[config.mk]
export PLATFORM = sky130hd
export DESIGN_NAME = ps2_rx_fifo
export DESIGN_NICKNAME = d
export VERILOG_FILES = /design/src/rtl/ps2_rx_fifo.sv
export SDC_FILE = /design/constraint.sdc
export NUM_CORES = 1
export LEC_CHECK = 0
export ABC_CLOCK_PERIOD_IN_PS = 4210
export CAP_MARGIN = 5
export CORE_MARGIN = 2
export CORE_UTILIZATION = 61
export CTS_CLUSTER_SIZE = 28
export DETAILED_ROUTE_END_ITERATION = 8
export PLACE_DENSITY = 0.79
export SLEW_MARGIN = 30
export SYNTH_ARGS = -nofsm -noshare
export SYNTH_HDL_FRONTEND = slang
export SYNTH_SLANG_ARGS = --single-unit
[constraint.sdc]
create_clock -name sys_clock -period 4.21 [get_ports sys_clock]
set_input_delay 0.6315 -clock sys_clock [delete_from_list [all_inputs] [get_ports sys_clock]]
set_output_delay 0.6315 -clock sys_clock [all_outputs]
set_load 0.02 [all_outputs]
[src/rtl/ps2_rx_fifo.sv]
// PS/2 device-to-host receiver: pin synchronisers, clock deglitch filter, 11-bit frame decoder
// with odd-parity and framing checks, and a first-word-fall-through byte FIFO for the CPU.
module ps2_rx_fifo #(
   parameter int FILTER_LEN     = 8,
   parameter int TIMEOUT_CYCLES = 50000,
   parameter int FIFO_DEPTH     = 16
) (
   input  logic                              sys_clock,
   input  logic                              sys_reset,
   input  logic                              ps2_clk,
   input  logic                              ps2_data,
   input  logic                              rd_en,
   output logic [7:0]                        rd_data,
   output logic                              rd_valid,
   output logic [$clog2(FIFO_DEPTH+1)-1:0]   fifo_count,
   output logic                              overflow,
   output logic                              frame_err,
   input  logic                              clr_err
);

   localparam int FW = $clog2(FILTER_LEN + 1);
   localparam int TW = $clog2(TIMEOUT_CYCLES + 1);
   localparam int AW = $clog2(FIFO_DEPTH);
   localparam int CW = $clog2(FIFO_DEPTH + 1);
   localparam logic [FW-1:0] FLT_MAX  = FW'(FILTER_LEN - 1);
   localparam logic [TW-1:0] TMO_MAX  = TW'(TIMEOUT_CYCLES - 1);
   localparam logic [CW-1:0] CNT_FULL = CW'(FIFO_DEPTH);

   typedef enum logic [1:0] {S_IDLE, S_DATA, S_PARITY, S_STOP} state_t;

   logic          clk_s1_q, clk_s2_q, dat_s1_q, dat_s2_q;
   logic          filt_q, filt_d;
   logic [FW-1:0] flt_cnt_q, flt_cnt_d;
   logic          fall_w;

   state_t        state_q;
   logic [2:0]    bit_cnt_q;
   logic [TW-1:0] tmo_q;
   logic          frame_err_q;
   logic [7:0]    shift_q;
   logic          par_q;
   logic          par_ok_w;
   logic          push_w;

   logic [7:0]    mem_q [FIFO_DEPTH];
   logic [AW-1:0] wr_ptr_q, wr_ptr_d, rd_ptr_q, rd_ptr_d;
   logic [CW-1:0] count_q, count_d;
   logic          overflow_q, overflow_d;
   logic          full_w, empty_w, pop_w, wr_w;

   // Input conditioning: 2-FF synchronisers, idle-high like the open-collector bus
   always_ff @(posedge sys_clock) begin
      if (sys_reset) begin
         clk_s1_q  <= 1'b1;
         clk_s2_q  <= 1'b1;
         dat_s1_q  <= 1'b1;
         dat_s2_q  <= 1'b1;
         filt_q    <= 1'b1;
         flt_cnt_q <= '0;
      end else begin
         clk_s1_q  <= ps2_clk;
         clk_s2_q  <= clk_s1_q;
         dat_s1_q  <= ps2_data;
         dat_s2_q  <= dat_s1_q;
         filt_q    <= filt_d;
         flt_cnt_q <= flt_cnt_d;
      end
   end

   // The filtered clock follows only after FILTER_LEN consecutive differing samples
   always_comb begin
      filt_d    = filt_q;
      flt_cnt_d = '0;
      if (clk_s2_q != filt_q) begin
         if (flt_cnt_q == FLT_MAX) filt_d = clk_s2_q;
         else                      flt_cnt_d = flt_cnt_q + 1'b1;
      end
   end

   assign fall_w   = filt_q && !filt_d;
   assign par_ok_w = ^{shift_q, par_q};
   assign push_w   = fall_w && (state_q == S_STOP) && dat_s2_q && par_ok_w;

   // Frame decoder
   always_ff @(posedge sys_clock) begin
      if (sys_reset) begin
         state_q     <= S_IDLE;
         bit_cnt_q   <= '0;
         tmo_q       <= '0;
         frame_err_q <= 1'b0;
      end else begin
         frame_err_q <= 1'b0;
         if (state_q == S_IDLE || fall_w) tmo_q <= '0;
         else                             tmo_q <= tmo_q + 1'b1;

         if (state_q != S_IDLE && !fall_w && tmo_q == TMO_MAX) begin
            state_q     <= S_IDLE;
            frame_err_q <= 1'b1;
         end else if (fall_w) begin
            case (state_q)
               S_IDLE: begin
                  if (!dat_s2_q) begin
                     state_q   <= S_DATA;
                     bit_cnt_q <= '0;
                  end
               end
               S_DATA: begin
                  bit_cnt_q <= bit_cnt_q + 1'b1;
                  if (bit_cnt_q == 3'd7) state_q <= S_PARITY;
               end
               S_PARITY: state_q <= S_STOP;
               S_STOP: begin
                  state_q <= S_IDLE;
                  if (!push_w) frame_err_q <= 1'b1;
               end
               default: state_q <= S_IDLE;
            endcase
         end
      end
   end

   // Byte assembly, LSB first
   always_ff @(posedge sys_clock) begin
      if (fall_w && state_q == S_DATA)   shift_q <= {dat_s2_q, shift_q[7:1]};
      if (fall_w && state_q == S_PARITY) par_q   <= dat_s2_q;
   end

   // FIFO: a full FIFO still accepts a byte when the head is popped in the same cycle
   assign full_w  = (count_q == CNT_FULL);
   assign empty_w = (count_q == '0);
   assign pop_w   = rd_en && !empty_w;
   assign wr_w    = push_w && (!full_w || pop_w);

   always_comb begin
      wr_ptr_d   = wr_ptr_q;
      rd_ptr_d   = rd_ptr_q;
      count_d    = count_q;
      overflow_d = overflow_q;
      if (wr_w)  wr_ptr_d = wr_ptr_q + 1'b1;
      if (pop_w) rd_ptr_d = rd_ptr_q + 1'b1;
      if (wr_w && !pop_w)      count_d = count_q + 1'b1;
      else if (pop_w && !wr_w) count_d = count_q - 1'b1;
      if (clr_err) overflow_d = 1'b0;
      if (push_w && full_w && !pop_w) overflow_d = 1'b1;
   end

   always_ff @(posedge sys_clock) begin
      if (sys_reset) begin
         wr_ptr_q   <= '0;
         rd_ptr_q   <= '0;
         count_q    <= '0;
         overflow_q <= 1'b0;
      end else begin
         wr_ptr_q   <= wr_ptr_d;
         rd_ptr_q   <= rd_ptr_d;
         count_q    <= count_d;
         overflow_q <= overflow_d;
      end
   end

   always_ff @(posedge sys_clock) begin
      if (wr_w) mem_q[wr_ptr_q] <= shift_q;
   end

   assign rd_data    = empty_w ? 8'h00 : mem_q[rd_ptr_q];
   assign rd_valid   = !empty_w;
   assign fifo_count = count_q;
   assign overflow   = overflow_q;
   assign frame_err  = frame_err_q;

endmodule

-- Word-level counts from Yosys, hierarchy flattened
Memory sizes are Yosys's and may differ from the RTL's. A register that Yosys moved wholly into a read port is not among the register bits.
Cells that the tools add are included.
- flip-flop bits (word level): 54
- bits in writable memories: 128
- bits of input ports: 6
- logic and storage cells: 90
- memories: 1
- memories (memory ; depth ; width ; rd ports ; clocked after memory_dff ; wr ports ; RTL line ; text):
    mem_q ; 16 ; 8 ; 1 ; 1 ; 1 ; 45 ; logic [7:0] mem_q [FIFO_DEPTH];
- $add $sub $neg: 7
- equal/unequal tests: 10
- muxes and demuxes: 20
- bitwise logic cells: 2
- reduce and logical (&&, ||, !) cells: 34
- operators with widths (operator ; number):
    $add A16 B1 Y16 const B ; 1
    $eq A16 B16 Y1 const B ; 1
    $logic_and A1 B1 Y1 ; 14
    $add A4 B1 Y4 const B ; 3
    $mux W1 ; 10
    $mux W5 ; 2
    $reduce_xor A9 Y1 ; 1
    $mux W4 ; 2
    $mux W8 ; 1
    $pmux W2 S4 ; 1
    $reduce_bool A2 Y1 ; 4
    $logic_not A1 Y1 ; 6
    $pmux W3 S2 ; 1
    $add A5 B1 Y5 const B ; 1
    $eq A5 B5 Y1 const B ; 1
    $logic_not A5 Y1 ; 1
    $sub A5 B1 Y5 const B ; 1
    $eq A2 B2 Y1 const B ; 2
    $eq A4 B3 Y1 const B ; 1
    $mux W2 ; 2
    $ne A2 B2 Y1 const B ; 2
    $reduce_and A4 Y1 ; 1
    $reduce_or A2 Y1 ; 2
    $add A3 B1 Y3 const B ; 1
    other kinds (9) ; 11

-- Longest topological paths before layout
Gate-level depths: netlist of run 1.
- depth in word-level cells: 13
- mapped depth: 14
- mapped depth without buffers: 12

-- Worst setup path after synthesis of run 1
No wires, ideal clock.
- kind: register to register
- start point: register shift_q[1]
- end point: register count_q[4], in the netlist fifo_count[4]
- library setup time: 0.070 ns
- arrival: 3.244 ns
- data required time: 4.140 ns
- setup slack: 0.896 ns
- cell stages (with the launch flop): 14
- buffers on the path: 1
- path through: edfxtp_1 > xor2_1 > xnor3_1 > xnor2_1 > nor2_2 > buf_2 > ha_1 > inv_1 > ha_1 > a21o_1 > a21oi_1 > xnor2_1 > or3_1 > a21oi_1
- longest elaborated chain between the ends: 6
- elaborated cells between the ends (all ways): 8
- those cells by class: mux: 1; reduce/logical: 7
- RTL lines (item ; RTL line ; text):
    start, declared ; 40 ; logic [7:0] shift_q;
    start signal, assigned ; 124 ; if (fall_w && state_q == S_DATA) shift_q <= {dat_s2_q, shift_q[7:1]};
    $reduce_xor A9 Y1 (*) ; 81 ; assign par_ok_w = ^{shift_q, par_q};
    $logic_and A1 B1 Y1 (*) ; 82 ; assign push_w = fall_w && (state_q == S_STOP) && dat_s2_q && par_ok_w;
    $logic_and A1 B1 Y1 (*) ; 132 ; assign wr_w = push_w && (!full_w || pop_w);
    net wr_w ; 49 ; logic full_w, empty_w, pop_w, wr_w;
    $logic_not A1 Y1 ; 142 ; else if (pop_w && !wr_w) count_d = count_q - 1'b1;
    $logic_and A1 B1 Y1 ; 142 ;
    $reduce_bool A2 Y1 (no line) ; -- ;
    end signal, assigned ; 156 ; count_q <= count_d;
    end, declared ; 47 ; logic [CW-1:0] count_q, count_d;
Mark *: on every way through the listed nets, which the timed path passes. The rest lies on a longest branch.
A chain may end at the register's enable or synchronous reset.

-- Worst setup path after layout of run 1
- start point: register shift_q[1]
- end point: register count_q[4], in the netlist fifo_count[4]
- longest elaborated chain between the ends: 6
- elaborated cells between the ends (all ways): 8
- those cells by class: mux: 1; reduce/logical: 7
- RTL lines (item ; RTL line):
    $reduce_xor A9 Y1 (*) ; 81
    $logic_and A1 B1 Y1 (*) ; 82
    $logic_and A1 B1 Y1 (*) ; 132
    $logic_not A1 Y1 ; 142
    $logic_and A1 B1 Y1 ; 142
    $reduce_bool A2 Y1 (no line) ; --
Every way passes the cells marked *; elsewhere a longest branch is shown, timed or not.

==> impl_results.md, run 1 <==
- RSZ-0062 raised after global routing: no
- H-tree depth: 4
- Synth warn: 0
- CP required: 4.56 ns
- Slew Viols, Final: 0
- DR WL/cell: 20.6 um
- Setup Buffers After CTS: 0
- Slowest cell on the critical path: edfxtp_1
- Initial antenna violation count: 0
- CP startpoint kind: flop
- Compound-Gate Fraction of Synth Area: 0.0472
- Residual DRC: 0
- DR vias/cell: 6.14
- Min-Delay Path Class: flop to flop
- Power Density: 511 mW/mm2
- Synthesis-stage register bit count: 186
- Actual slew at the worst max-slew pin: 0.816 ns
- Fmax: 0.276 GHz
- Syn Inst Count: 478
- Post-route ant nets: 0
- Syn_nets: 502
- Final Hold Violating Endpoints: 0
- First-pass GRT wire length: 21700 um
- Leading cell type in the layout, fill and taps excluded: edfxtp_1
- Drt first pass iters: 7
- Main combinational cell family by area after synthesis: multiplexers
- Clock slew at the register clock pins of the worst setup and hold paths: 0.06 ns
- Num CTS Buffers: 17
- Largest net degree at the start of global routing: 33
- Worst r2r src: shift_q[1]
- Post-synth ARST share: 0
- Status: completed
- Area of the die: 0.0132 mm2
- Die X: 115 um
- Count of final setup violators: 0
- FF-to-FF End: fifo_count[4]
- WHS Path Cells: 1
- Tmin final: 3.62 ns
- Violation count after the first detailed-route iteration: 341
- CP cell instances: xor2_1 -> xnor3_1 -> xnor2_1 -> nor2_2 -> ha_1 -> inv_1 -> ha_1 -> a21o_1 -> a21oi_1 -> xnor2_1 -> or3_1 -> a21oi_1
- Worst Hold End: dat_s2_q
- I/O pins: 22
- CTS Buffer Depth: 2
- Post-synthesis mux area share: 0.103
- Max incr delay on CP: 0.70 ns
- Yosys cell types: 44
- Simple-Gate Fraction of Synth Area: 0.0867
- CTS resizes: 0
- Hold-fix buffers, CTS: 0
- Sequential share of the synthesized area: 0.681
- Critical path class: flop to flop
- Clk Tree Root Cell: clkbuf_16
- Core area: 0.0120 mm2
- Rows: 40
- Final core occ: 0.703
- HPWL Detailed: 8700 um
- Gp weighted congestion: 0.755
- DR vias: 4082
- Main synth FF type: edfxtp_1
- Post-synthesis xor/xnor area fraction: 0.0323
- Layout Nets: 529
- Dpl ws: 0.478 ns
- GRT overflow: 0
- Initial Util: 0.623
- Worst-case reg-to-reg path depth: 12
- Number of synthesized flops with an enable pin: 137
- Fraction of layout cells with a size suffix above 1: 0.147
- Ant. Diodes: 0
- Lkg Pwr: 2.80 nW
- Worst EP arrival: 3.97 ns
- Layout area overhead: 12.8%
- Average cell area after synthesis: 15.6 um2
- Final Cycle Share: 0.860
- Post-synthesis instance area: 0.00748 mm2
- Synth area leader: edfxtp_1
- Hold path startpoint: dat_s1_q
- Top cells by area, synth: edfxtp_1 (55%), dfxtp_1 (13%), mux4_2 (9.6%)
- Total GRT Usage: 0.226
- Synth Area in Adders: 0.0311
- Most frequent cells in the layout: edfxtp_1 (137), dfxtp_1 (48), nor2_1 (33), mux4_2 (32), a21oi_1 (22)
- Worst Setup End Kind: flop
- Final setup margin: 0.588 ns
- Detailed Route WL: 13700 um
- Synth top area share: 0.550
- Worst Clk Skew: 0.0107 ns
- Max-Cap Viols: 0
- Die height: 115 um
- Number of global-route vias before repair: 4112
- Maximum VDD drop: 339 uV
- Setup TNS: 0 ns
- Rel. slew slack: 0.455
- CTS tree: done
- Worst-path maximum fanout: 18
- Input/output buffers: 21
- Clock Latency Late Sink: 0.42 ns
- Clk sink count: 186
- Reg-to-reg slack, setup: 0.59 ns
-- area by class of cell --
| class | instances | area [um2] |
|---|---|---|
| fill | 791 | 3570 |
| timing repair buffer | 27 | 268 |
| tap | 147 | 184 |
| multi-input combinational | 257 | 2250 |
| sequential | 186 | 5100 |
| inverter | 16 | 60.1 |
| clock buffer | 25 | 485 |
| clock inverter | 7 | 92.6 |
-- critical path: cells and delay by family (launching register included) --
family	cells	cell delay, ns
and+or+nand+nor	2	0.41
buffers and inverters	1	0.14
adders and majority gates	2	0.54
DFF	1	0.70
AOI/OAI and AO/OA	3	0.49
xor gates and xnor gates	4	1.27
-- stage by stage --
stage	hold WS (ns)	instance area, um2	total power [mW]	cells
2_1_floorplan	0.389	7480	2.56	478
3_3_place_gp	0.392	7860	2.80	633
3_5_place_dp	0.402	7860	2.82	633
4_1_cts	0.419	8430	4.34	665
5_1_grt	0.435	8440	4.46	665
6_report	0.412	8440	4.31	665
-- Yosys cell counts (2+ instances only) --
master    number
a21oi_1       22
ha_1          17
and2_1         8
nand3_1        9
or4_1          3
and3_1        15
nor2_1        33
or3_1          8
nand4_1        3
nor3_1        11
a22oi_1       16
xnor2_1       18
mux2i_1        4
a32oi_1        2
inv_1         16
buf_1          3
nand2_1        9
mux4_2        32
clkbuf_1      11
nor4_1         2
nand2b_1       4
buf_2          5
nor2_2         2
dfxtp_1       49
xor2_1         7
or2_2          4
edfxtp_1     137
o21ai_0        8
nor2b_1        4
o31ai_1        2
-- power by group --
part           internal [mW]  leakage, nW  switching, mW  total (mW)
logic                  0.393        0.901          0.342       0.735
clock network          0.920        0.275          0.616        1.54
registers               1.97         1.63         0.0678        2.04
total                   3.28         2.80           1.03        4.31
-- per-layer routing --
metal	vias to the layer above	GRT usage	share of wire
li1	1887	-	-
met1	2015	0.297	0.40
met2	151	0.369	0.50
met3	29	0.0464	0.067
met4	0	0.106	0.030
met5	-	0	0
-- worst max path at each step --
stage / startpoint / end / slack [ns] / depth (start not counted)
6_report: shift_q[1] / fifo_count[4] / 0.59 / 12
5_1_grt: shift_q[1] / fifo_count[4] / 0.34 / 12
4_1_cts: flop / rd_data[2] / 0.57 / 4
3_5_place_dp: rd_en / fifo_count[4] / 0.48 / 12
3_3_place_gp: rd_en / fifo_count[4] / 0.54 / 12
2_1_floorplan: shift_q[1] / fifo_count[4] / 0.90 / 13
-- state kept, by name (all words and copies together) (netlist names), named ones only --
name        cells
mem_q         128
tmo_q          16
shift_q         8
fifo_count      5
flt_cnt_q       4
rd_ptr_q        4
wr_ptr_q        4
bit_cnt_q       3
state_q         2
clk_s1_q        1
clk_s2_q        1
dat_s1_q        1
dat_s2_q        1
filt_q          1
frame_err       1
overflow        1
par_q           1
-- cell families (layout without fill, tap and decap cells) --
kind of cell / Yosys count / in the layout
AND/OR/NAND/NOR: 120 / 120
adder cells (fa/ha/maj): 18 / 18
multiplexers: 37 / 37
flip-flops: 186 / 186
AO/OA/AOI/OAI: 56 / 56
XOR/XNOR: 26 / 26
buffers and inverters: 35 / 75
No activity file was read; power rests on OpenSTA's default activity.
==> run 2, diff against run 1 <==
--- a/config.mk
+++ b/config.mk
@@ -5,13 +5,13 @@
 export SDC_FILE = /design/constraint.sdc
 export NUM_CORES = 1
 export LEC_CHECK = 0
-export ABC_CLOCK_PERIOD_IN_PS = 4210
+export ABC_CLOCK_PERIOD_IN_PS = 4400
 export CAP_MARGIN = 5
 export CORE_MARGIN = 2
-export CORE_UTILIZATION = 61
+export CORE_UTILIZATION = 65
 export CTS_CLUSTER_SIZE = 28
 export DETAILED_ROUTE_END_ITERATION = 8
-export PLACE_DENSITY = 0.79
+export PLACE_DENSITY = 0.84
 export SLEW_MARGIN = 30
 export SYNTH_ARGS = -nofsm -noshare
 export SYNTH_HDL_FRONTEND = slang
==> constraint.sdc (replaced) <==
create_clock -name sys_clock -period 4.4 [get_ports sys_clock]
set_input_delay 0.66 -clock sys_clock [delete_from_list [all_inputs] [get_ports sys_clock]]
set_output_delay 0.66 -clock sys_clock [all_outputs]
set_load 0.02 [all_outputs]
==> run 2 against run 1 <==
Against the previous run: via count grew 2.7%; core utilization grew 3.9 points; clock-buffer cell count shrank 7; fmax shrank 4.1%; sequential share of layout area grew 0.31 points; sequential power shrank 4%; hold slack gained 0.0047 ns; cell area shrank 0.50%; largest cell class unchanged; largest power group unchanged; highest routed layer unchanged.
==> impl_results.md, run 2 (synthesized netlist as in run 1, its figures left out) <==
- Number of global-route vias before repair: 4298
- Reg power frac: 0.478
- Max-Cap Viols: 0
- Area of the die: 0.0124 mm2
- Initial antenna violation count: 0
- CP cell instances: xor2_1 -> xnor3_1 -> xnor2_1 -> nor2_2 -> ha_1 -> inv_1 -> ha_1 -> a21o_1 -> a21oi_1 -> xnor2_1 -> or3_1 -> a21oi_1
- Violation count after the first detailed-route iteration: 400
- Drt first pass iters: 5
- Final Hold Violating Endpoints: 0
- CTS tree: done
- Final Cycle Share: 0.858
- CTS resizes: 0
- P_int: 3.04 mW
- Comb power frac: 0.174
- Worst Clk Skew: 0.0102 ns
- Die X: 111 um
- Dpl ws: 0.619 ns
- Rel. slew slack: 0.476
- Core area: 0.0113 mm2
- Leading cell type in the layout, fill and taps excluded: edfxtp_1
- Setup Buffers After CTS: 0
- FILL cells: 677
- P_sw: 1.05 mW
- Rows: 39
- Worst Setup End Kind: flop
- Hold-fix buffers, CTS: 0
- Total power after layout: 4.08 mW
- DR vias: 4193
- CTS Buffer Depth: 2
- Lkg Pwr: 2.79 nW
- Fmax: 0.265 GHz
- RSZ-0062 raised after global routing: no
- Fraction of layout cells with a size suffix above 1: 0.151
- Max reg flops: 128
- CP startpoint kind: flop
- Worst-case reg-to-reg path depth: 12
- WHS Path Cells: 1
- I/O pins: 22
- Clk Tree Root Cell: clkbuf_16
- Max incr delay on CP: 0.71 ns
- HPWL Detailed: 8710 um
- Min-Delay Path Class: flop to flop
- Input/output buffers: 21
- GRT overflow: 0
- DR vias/cell: 6.36
- Multi-input logic area: 0.00225 mm2
- Clock Latency Late Sink: 0.43 ns
- Ant. Diodes: 0
- Critical path class: flop to flop
- Top Registers: mem_q x128, tmo_q x16, shift_q x8
- FF+latch area: 0.00510 mm2
- Actual slew at the worst max-slew pin: 0.785 ns
- Status: completed
- Clk sink count: 186
- Power Density: 486 mW/mm2
- Residual DRC: 0
- Initial Util: 0.661
- CP required: 4.76 ns
- Worst-path maximum fanout: 18
- Largest net degree at the start of global routing: 33
- Clock power frac: 0.348
- Most frequent cells in the layout: edfxtp_1 (137), dfxtp_1 (48), nor2_1 (33), mux4_2 (32), a21oi_1 (22)
- Maximum VDD drop: 432 uV
- First-pass GRT wire length: 23600 um
- Tmin final: 3.78 ns
- Count of final setup violators: 0
- Num CTS Buffers: 17
- Biggest register: mem_q
- Worst EP arrival: 4.14 ns
- Switching share of power: 0.257
- H-tree depth: 4
- Die height: 111 um
- Layout area overhead: 12.2%
- Total GRT Usage: 0.257
- Detailed Route WL: 14700 um
- Gp weighted congestion: 0.768
- DR WL/cell: 22.3 um
- Slew Viols, Final: 0
- Final setup margin: 0.624 ns
- Slowest cell on the critical path: edfxtp_1
- Post-route ant nets: 0
- Clock slew at the register clock pins of the worst setup and hold paths: 0.07 ns
- Setup TNS: 0 ns
- Layout Nets: 528
-- run 2: path summary, 6_finish.rpt --
path	endpoint	slack [ns]	start
min	dat_s2_q	0.42	dat_s1_q
max	fifo_count[4]	0.62	shift_q[1]
min reg2reg	dat_s2_q	0.42	dat_s1_q
max reg2reg	fifo_count[4]	0.62	shift_q[1]
-- run 2: per-layer routing --
metal | GRT usage | up-vias | wire, um
li1 | - | 1880 | -
met1 | 0.341 | 2092 | 5810
met2 | 0.420 | 194 | 7460
met3 | 0.0623 | 27 | 1080
met4 | 0.0947 | 0 | 342
met5 | 0 | - | 0
-- run 2: power groups by stage --
stage / clock (mW) / combinational, mW / sequential (mW)
6_report: 1.42 / 0.711 / 1.95
3_3_place_gp: 0 / 0.686 / 1.99
2_1_floorplan: 0 / 0.486 / 1.96
3_5_place_dp: 0 / 0.704 / 1.99
4_1_cts: 1.44 / 0.716 / 1.95
5_1_grt: 1.51 / 0.757 / 1.96
-- run 2: per-stage QoR --
stage                     hold slack [ns]  cells  cell area, um2  utilization
after global routing                0.433    659            8400        0.742
after detailed placement            0.403    628            7850        0.693
after floorplan                     0.389    478            7480            -
after global placement              0.391    628            7840        0.693
after CTS                           0.421    659            8400        0.742
final                               0.417    659            8400        0.742
-- run 2: critical path: cells and delay by family (launching register included) --
family	cells	cell delay, ns
buffers and inverters	1	0.15
AOI/OAI and AO/OA	3	0.50
DFF	1	0.71
and+or+nand+nor	2	0.42
xor gates and xnor gates	4	1.38
adders and majority gates	2	0.55
-- run 2: final cells by class --
| class | count | area share |
|---|---|---|
| sequential | 186 | 0.607 |
| multi-input combinational | 257 | 0.268 |
| clock buffer | 18 | 0.0511 |
| timing repair buffer | 26 | 0.0310 |
| tap | 143 | 0.0213 |
| clock inverter | 13 | 0.0142 |
| inverter | 16 | 0.00715 |
==> run 3, diff against run 2 <==
--- a/config.mk
+++ b/config.mk
@@ -7,6 +7,7 @@
 export LEC_CHECK = 0
 export ABC_CLOCK_PERIOD_IN_PS = 4400
 export CAP_MARGIN = 5
+export CORE_ASPECT_RATIO = 1.2
 export CORE_MARGIN = 2
 export CORE_UTILIZATION = 65
 export CTS_CLUSTER_SIZE = 28
==> run 3 against run 2 <==
Against the previous run: first-iteration DRC count is 13% lower; fmax is 1.4% lower; global-route usage is 1.6 points higher; cell area is 1.3% higher; register-to-register slack worse by 0.05 ns; sequential cell count stayed put; final cell count is 2.0% higher; critical endpoint unchanged; largest power group unchanged.
==> impl_results.md, run 3 (synthesized netlist as in run 1, its figures left out) <==
- Status: completed
- Drt first pass iters: 5
- Clock slew at the register clock pins of the worst setup and hold paths: 0.06 ns
- Setup Buffers After CTS: 0
- Core area: 0.0111 mm2
- Max incr delay on CP: 0.66 ns
- DR vias: 4194
- HPWL Detailed: 9250 um
- Worst EP arrival: 4.18 ns
- Clock power frac: 0.378
- Comb power frac: 0.169
- Final Hold Violating Endpoints: 0
- Setup TNS: 0 ns
- Hold path startpoint: clk_s1_q
- Max reg flops: 128
- Worst Setup End Kind: flop
- CP required: 4.75 ns
- Area of the die: 0.0124 mm2
- Clock Latency Late Sink: 0.42 ns
- CTS tree: done
- FILL cells: 658
- Violation count after the first detailed-route iteration: 347
- Actual slew at the worst max-slew pin: 0.719 ns
- Cell family with most CP delay: XOR/XNOR gates
- Hold-fix buffers, CTS: 0
- Reg-to-reg slack, setup: 0.57 ns
- CP startpoint kind: flop
- Layout area overhead: 13.7%
- Top Registers: mem_q x128, tmo_q x16, shift_q x8
- Final setup margin: 0.570 ns
- Fmax: 0.261 GHz
- DR WL/cell: 23.1 um
- Die X: 102 um
- Detailed Route WL: 15500 um
- Initial Util: 0.671
- FF+latch area: 0.00510 mm2
- CP bufs+invs: 1
- Post-route ant nets: 0
- M1 wire length: 5440 um
- GRT overflow: 0
- Power Density: 506 mW/mm2
- Rows: 42
- Multi-input logic area: 0.00225 mm2
- Worst Hold End: clk_s2_q
- CP cell instances: xnor2_1 -> xnor3_1 -> xnor2_1 -> nor2_2 -> ha_1 -> inv_1 -> ha_1 -> a21o_1 -> a21oi_1 -> xnor2_1 -> or3_1 -> a21oi_1
- Tmin final: 3.83 ns
- Min-Delay Path Class: flop to flop
- Initial antenna violation count: 0
- Fraction of layout cells with a size suffix above 1: 0.151
- Slowest cell on the critical path: edfxtp_1
- Count of final setup violators: 0
- Worst r2r src: shift_q[7]
- Top Layer Used: met4
- Biggest register: mem_q
- Met3 WL: 873 um
- Worst-path maximum fanout: 18
- Residual DRC: 0
- Max-Cap Viols: 0
- Worst-case reg-to-reg path depth: 12
- Reg power frac: 0.453
- CP dominant cell by count: xnor2_1
- Lkg Pwr: 2.83 nW
- I/O pins: 22
- CTS Buffer Depth: 2
- Num CTS Buffers: 17
- FF-to-FF End: fifo_count[4]
- Dpl ws: 0.683 ns
- Final Cycle Share: 0.871
- WHS Path Cells: 1
- Clk sink count: 186
- Total GRT Usage: 0.273
- P_int: 3.27 mW
- CTS resizes: 0
- Largest net degree at the start of global routing: 33
- Worst Clk Skew: 0.00881 ns
- Input/output buffers: 21
- Die height: 122 um
- P_sw: 1.04 mW
- RSZ-0062 raised after global routing: no
- DR vias/cell: 6.24
- Number of global-route vias before repair: 4468
- Most frequent cells in the layout: edfxtp_1 (137), dfxtp_1 (48), nor2_1 (33), mux4_2 (32), a21oi_1 (22)
- H-tree depth: 4
- First-pass GRT wire length: 24200 um
- Switching share of power: 0.241
- Layout Nets: 529
- Leading cell type in the layout, fill and taps excluded: edfxtp_1
- Clk Tree Root Cell: clkbuf_16
- Critical path class: flop to flop
- Slew Viols, Final: 0
- Met2 WL: 8420 um
- Gp weighted congestion: 0.767
- Rel. slew slack: 0.520
- Ant. Diodes: 0
- Maximum VDD drop: 393 uV
-- run 3: worst max path at each step --
stage                     cells after the start  slack (ns)        from       endpoint
after floorplan                              13        1.09  shift_q[1]  fifo_count[4]
after global placement                       12        0.73       rd_en  fifo_count[4]
after detailed placement                     12        0.68       rd_en  fifo_count[4]
after CTS                                    12        0.56  shift_q[7]  fifo_count[4]
after global routing                         12        0.29  shift_q[7]  fifo_count[4]
final                                        12        0.57  shift_q[7]  fifo_count[4]
-- run 3: through the flow --
step / instance area, um2 / instances / util / total power [mW] / hold slack [ns]
floorplan: 7480 / 478 / - / 2.45 / 0.389
global placement: 7860 / 640 / 0.706 / 2.68 / 0.392
detailed placement: 7860 / 640 / 0.706 / 2.70 / 0.406
CTS: 8500 / 672 / 0.763 / 4.32 / 0.425
global route: 8500 / 672 / 0.763 / 4.43 / 0.434
finish: 8500 / 672 / 0.763 / 4.30 / 0.422
-- run 3: final cells by class --
class | count | share of cell area
timing repair buffer | 27 | 0.0315
multi-input combinational | 257 | 0.264
clock inverter | 12 | 0.0236
tap | 154 | 0.0227
clock buffer | 20 | 0.0514
sequential | 186 | 0.600
inverter | 16 | 0.00707
-- run 3: per-layer routing --
layer | global-route usage | vias up
li1 | - | 1888
met1 | 0.312 | 2074
met5 | 0 | -
met4 | 0.148 | 0
met2 | 0.477 | 189
met3 | 0.0570 | 43
-- run 3: power by group through the flow --
| stage | combinational, mW | sequential, mW | clock, mW |
|---|---|---|---|
| 6_report | 0.726 | 1.95 | 1.63 |
| 5_1_grt | 0.776 | 1.96 | 1.70 |
| 4_1_cts | 0.728 | 1.95 | 1.64 |
| 3_5_place_dp | 0.709 | 1.99 | 0 |
| 3_3_place_gp | 0.694 | 1.99 | 0 |
| 2_1_floorplan | 0.486 | 1.96 | 0 |
-- run 3: worst reg2reg max path, stage by stage, from the launching register on --
cell      delay (ns)
edfxtp_1        0.66
xnor2_1         0.43
xnor3_1         0.45
xnor2_1         0.56
nor2_2          0.11
ha_1            0.25
inv_1           0.14
ha_1            0.29
a21o_1          0.18
a21oi_1         0.17
xnor2_1         0.09
or3_1           0.30
a21oi_1         0.14
